$ cat src/rtl/rv32i_ctrl_pkg.sv
`default_nettype none
// ============================================================================
// Module   : rv32i_ctrl_pkg
// Brief    : Shared run-control state encoding and default timing constants.
// Revision : 1.0  initial release
// ============================================================================
package rv32i_ctrl_pkg;

    typedef enum logic [1:0] {
        ST_RST_HOLD = 2'd0,
        ST_RUN      = 2'd1,
        ST_HALT     = 2'd2,
        ST_STEP     = 2'd3
    } run_state_e;

    localparam int RATE_DIV_DEF = 64;
    localparam int DEBOUNCE_DEF = 500000;
    localparam int RST_HOLD_DEF = 16;

endpackage
`default_nettype wire

$ cat src/rtl/cpu_run_ctrl_key_debounce.sv
`default_nettype none
// ============================================================================
// Module   : key_debounce
// Brief    : 2-FF synchronizer, stability counter and press pulse for an
//            active-low pushbutton.
// Revision : 1.0  initial release
// ============================================================================
module key_debounce
    import rv32i_ctrl_pkg::*;
#(
    parameter int DEBOUNCE_CYC = DEBOUNCE_DEF
) (
    input  logic clk,
    input  logic rst,
    input  logic key_n,
    output logic press_pulse,
    output logic level
);

    localparam int              CW        = (DEBOUNCE_CYC > 1) ? $clog2(DEBOUNCE_CYC) : 1;
    localparam logic [CW-1:0]   c_CNT_MAX = CW'(DEBOUNCE_CYC - 1);

    logic          r_meta;
    logic          r_sync;
    logic          r_stable;
    logic          r_press;
    logic [CW-1:0] r_cnt;

    always_ff @(posedge clk) begin
        if (rst) begin
            r_meta   <= 1'b1;
            r_sync   <= 1'b1;
            r_stable <= 1'b1;
            r_press  <= 1'b0;
            r_cnt    <= '0;
        end else begin
            r_meta  <= key_n;
            r_sync  <= r_meta;
            r_press <= 1'b0;
            if (r_sync == r_stable) begin
                r_cnt <= '0;
            end else if (r_cnt == c_CNT_MAX) begin
                // Accept the new level; only a 1->0 acceptance is a press.
                r_stable <= r_sync;
                r_cnt    <= '0;
                r_press  <= r_stable & ~r_sync;
            end else begin
                r_cnt <= r_cnt + 1'b1;
            end
        end
    end

    assign press_pulse = r_press;
    assign level       = r_stable;

endmodule
`default_nettype wire

$ cat src/rtl/cpu_run_ctrl.sv
`default_nettype none
// ============================================================================
// Module   : cpu_run_ctrl
// Brief    : Clock-enable sequencer for the RV32I core: reset hold, free-run,
//            halt, single-step and executed-cycle counter.
// Revision : 1.0  initial release
// ============================================================================
module cpu_run_ctrl
    import rv32i_ctrl_pkg::*;
#(
    parameter int RATE_DIV     = RATE_DIV_DEF,
    parameter int DEBOUNCE_CYC = DEBOUNCE_DEF,
    parameter int RST_HOLD     = RST_HOLD_DEF,
    parameter int CNT_W        = 32
) (
    input  logic             clk,
    input  logic             rst,
    input  logic             run_sw,
    input  logic             step_key_n,
    input  logic             halt_req,
    output logic             cpu_ce,
    output logic             cpu_rst,
    output logic [CNT_W-1:0] cycle_cnt,
    output logic [1:0]       state_o
);

    localparam int            DW         = $clog2(RATE_DIV);
    localparam int            HW         = (RST_HOLD > 1) ? $clog2(RST_HOLD) : 1;
    localparam logic [DW-1:0] c_DIV_MAX  = DW'(RATE_DIV - 1);
    localparam logic [HW-1:0] c_HOLD_MAX = HW'(RST_HOLD - 1);

    run_state_e       r_state;
    logic             r_run_meta;
    logic             r_run_s;
    logic             r_run_q;
    logic [DW-1:0]    r_div;
    logic [HW-1:0]    r_hold;
    logic [CNT_W-1:0] r_cnt;

    logic             w_step_pulse;
    logic             w_run_rise;
    logic             w_tick;
    logic             w_ce;

    key_debounce #(
        .DEBOUNCE_CYC (DEBOUNCE_CYC)
    ) u_key (
        .clk         (clk),
        .rst         (rst),
        .key_n       (step_key_n),
        .press_pulse (w_step_pulse),
        .level       ()
    );

    assign w_run_rise = r_run_s & ~r_run_q;
    assign w_tick     = (r_state == ST_RUN) && (r_div == c_DIV_MAX);
    // A halt request in a tick cycle swallows that tick; a falling switch does not.
    assign w_ce       = (w_tick && !halt_req) || (r_state == ST_STEP);

    always_ff @(posedge clk) begin
        if (rst) begin
            r_state    <= ST_RST_HOLD;
            r_run_meta <= 1'b0;
            r_run_s    <= 1'b0;
            r_run_q    <= 1'b0;
            r_div      <= '0;
            r_hold     <= '0;
            r_cnt      <= '0;
        end else begin
            r_run_meta <= run_sw;
            r_run_s    <= r_run_meta;
            r_run_q    <= r_run_s;
            if (w_ce) begin
                r_cnt <= r_cnt + 1'b1;
            end
            case (r_state)
                ST_RST_HOLD: begin
                    r_div <= '0;
                    if (r_hold == c_HOLD_MAX) begin
                        r_hold  <= '0;
                        r_state <= r_run_s ? ST_RUN : ST_HALT;
                    end else begin
                        r_hold <= r_hold + 1'b1;
                    end
                end
                ST_RUN: begin
                    if (halt_req || !r_run_s) begin
                        r_state <= ST_HALT;
                        r_div   <= '0;
                    end else begin
                        r_div <= (r_div == c_DIV_MAX) ? '0 : r_div + 1'b1;
                    end
                end
                ST_HALT: begin
                    r_div <= '0;
                    // Resuming needs a fresh switch edge so a core halt sticks.
                    if (w_step_pulse) begin
                        r_state <= ST_STEP;
                    end else if (w_run_rise && !halt_req) begin
                        r_state <= ST_RUN;
                    end
                end
                ST_STEP: begin
                    r_state <= ST_HALT;
                end
                default: begin
                    r_state <= ST_HALT;
                end
            endcase
        end
    end

    assign cpu_ce    = w_ce;
    assign cpu_rst   = (r_state == ST_RST_HOLD);
    assign cycle_cnt = r_cnt;
    assign state_o   = r_state;

endmodule
`default_nettype wire

$ cat config.mk
export PLATFORM = sky130hd
export DESIGN_NAME = cpu_run_ctrl
export DESIGN_NICKNAME = d
export VERILOG_FILES = /design/src/rtl/rv32i_ctrl_pkg.sv /design/src/rtl/cpu_run_ctrl_key_debounce.sv /design/src/rtl/cpu_run_ctrl.sv
export SDC_FILE = /design/constraint.sdc
export NUM_CORES = 1
export LEC_CHECK = 0
export CORE_MARGIN = 2
export CORE_UTILIZATION = 25
export DETAILED_ROUTE_END_ITERATION = 7
export PLACE_DENSITY = 0.47
export SLEW_MARGIN = 20
export SYNTH_ARGS = -nofsm -noshare
export SYNTH_HDL_FRONTEND = slang
export SYNTH_HIERARCHICAL = 1
export SYNTH_SLANG_ARGS = --single-unit
$ cat constraint.sdc
create_clock -name clk -period 5.35 [get_ports clk]
set_input_delay 1.3375 -clock clk [delete_from_list [all_inputs] [get_ports clk]]
set_output_delay 1.3375 -clock clk [all_outputs]
set_load 0.01 [all_outputs]
==> qor.yml <==
outcome: "completed"
row_count: 43
synthesis.nets: 406
fmax_mhz: 238.7
wl_mm: 8.368
num_vias: 3080
finalNetCount: 437
hold-path-endpoint: "u_key/r_sync"
first_global_vias: 2834
synth_area_um2: 3468
gp_congestion: 0.7838
hold_viol_final: 0
drv_slew: 0
cts_tree: "done"
htreeDepth: 3
min_from: "u_key/r_meta"
dieArea_um2: 14830
cts.sinks: 70
maxSlewHeadroom_pct: 48.25
hold_buffers: 0
fin_tns_setup_ns: 0
final_cell_mix: "dfxtp_1, nor2_1, clkdlybuf4s50_1"
ys_seq_area_share_pct: 40.40
ys_warn_count: 6
syn2layout_area_growth_pct: 23.34
drc: 0
async_reset_ff_share_pct: 0
power_density_nw_per_um2: 257.5
cts.path.max_buffers: 2
hold_path_class: "flip-flop to flip-flop"
path_class: "input pin to output pin"
start_util_pct: 25.28
drt-initial-drc-count: 228
synth_compound_area_share_pct: 12.84
clkLatencyLatePin_ns: 0.33
place.detailed.hpwl_mm: 5.425
core_um2: 13720
synthFlopType: "dfxtp_1"
postRouteAntennaNets: 0
setup_viol: 0
clk_pin_slew_ns: 0.05
synth-seq-cells: 70
cts_root_buf: "clkbuf_16"
grt_pass1_wl_mm: 14.05
cts_resized: 0
fin_crit_ns: 4.190
layout_commonest_cell: "dfxtp_1"
worst_slack_ns: 1.160
grt_use_total_pct: 11.76
muxShareOfSynthArea_pct: 4.834
rsz0062_at_grt: "no"
nFillCells: 1426
cts_buffers: 9
irDropWorstVdd_mv: 0.1393
whs_path_depth: 1
fin_util_pct: 31.18
cp.arrival_ns: 2.85
rr_worst_depth: 5
synthCells: 396
grt_overflow_total: 0
cp.required_ns: 4.01
chipHeight_um: 121.8
drt-vias-per-instance: 5.041
clock_skew_ns: 0.004728
leakage_nw: 1.324
synthAdderAreaFrac_pct: 1.804
tightest_slew_ns: 0.7762
cp_max_fo: 5
antenna_found_initial: 0
grt_start_max_net_pins: 49
fp.dieW_um: 121.8
portBuffers: 40
min_period_over_period_pct: 78.32
firstDrtPassIters: 5
r2r-end: "u_key/r_cnt[9]"
fin_hold_ws_ns: 0.4125
routedWlPerCell_um: 13.70
r2r_slack_ns: 3.12
syn_avg_cell_area_um2: 8.758
cap_violations: 0
synth_top_family_by_area: "simple AND/OR/NAND/NOR gates"
end_kind: "output pin"
antennaDiodeCount: 0
synth_edf_count: 0
place_ws_ns: 1.150
r2r-start: "u_key/r_cnt[0]"
postCtsSetupRepairBufs: 0
startpoint_type: "input pin"
synth-simple-area-share_pct: 33.08
synthDistinctLibCells: 53
ioPinCount: 41
p_total_mw: 1.101
synth_xor_area_share_pct: 3.535
layout-drive-gt1-share_pct: 9.513
## sequential cells by signal (all words and copies together), names as in the netlist, 2 cells and up
name / cells
cycle_cnt: 32
r_div: 6
r_hold: 4
state_o: 2
u_key/r_cnt: 19
## per-stage QoR
step                area, µm²  std cells
floorplan                3468        396
CTS                      4278        611
global placement         4009        596
finish                   4278        611
detailed placement       4009        596
global route             4278        611
## cell type report
type | count | area (µm²) | share of cell area, %
Inverter | 7 | 26.28 | 0.6142
Timing Repair Buffer | 42 | 410.4 | 9.593
Tap cell | 180 | 225.2 | 5.265
Clock buffer | 14 | 264.0 | 6.171
Multi-Input combinational cell | 297 | 1946 | 45.48
Sequential cell | 70 | 1401 | 32.76
Clock inverter | 1 | 5.005 | 0.1170
## worst max path at each step
stage,startpoint,end,depth (start not counted)
after detailed placement,halt_req,cpu_ce,5
final,halt_req,cpu_ce,5
after global placement,halt_req,cpu_ce,5
after global routing,halt_req,cpu_ce,5
after floorplan,halt_req,cpu_ce,5
after CTS,halt_req,cpu_ce,5
## per-layer routing
layer	share of wire, %	GRT usage (%)	up-vias
li1	-	-	1529
met1	51	16.07	1478
met2	43	17.49	62
met3	5.1	3.230	11
met4	1.4	4.741	0
met5	0	0	-
## power breakdown
part / switching, mW / internal (mW) / total, mW
Sequential: 0.00296 / 0.525 / 0.528
Combinational: 0.0143 / 0.00836 / 0.0227
Clock: 0.214 / 0.336 / 0.550
Total: 0.231 / 0.870 / 1.10
## Yosys cell counts (all sizes together) (8+ instances only)
library cell	n	share of area (%)
dfxtp	70	40
nor2	39	4.2
a21oi	28	4.0
nand2	22	2.4
nand3	22	3.3
nor4	18	4.9
clkbuf	17	1.8
nor2b	17	3.1
or4	17	3.9
nand4	16	3.1
o31ai	15	3.2
mux2	14	4.5
o21ai	11	1.7
xnor2	10	2.5
nor3	8	1.2
or3	8	1.4
## cells by family (layout without fill, tap and decap cells)
kind of cell	after synthesis	count (layout)
mux	15	15
buf+inv	29	64
xor+xnor	14	14
fa+ha+maj	5	5
flops	70	70
simple gates	193	193
compound gates	70	70
## worst max-delay path: stages
cell,delay [ns]
clkdlybuf4s50_1,0.48
nand4b_1,0.22
o21a_1,0.23
inv_1,0.06
clkdlybuf4s50_1,0.53
Note: power is estimated with default switching activity, not from simulation.
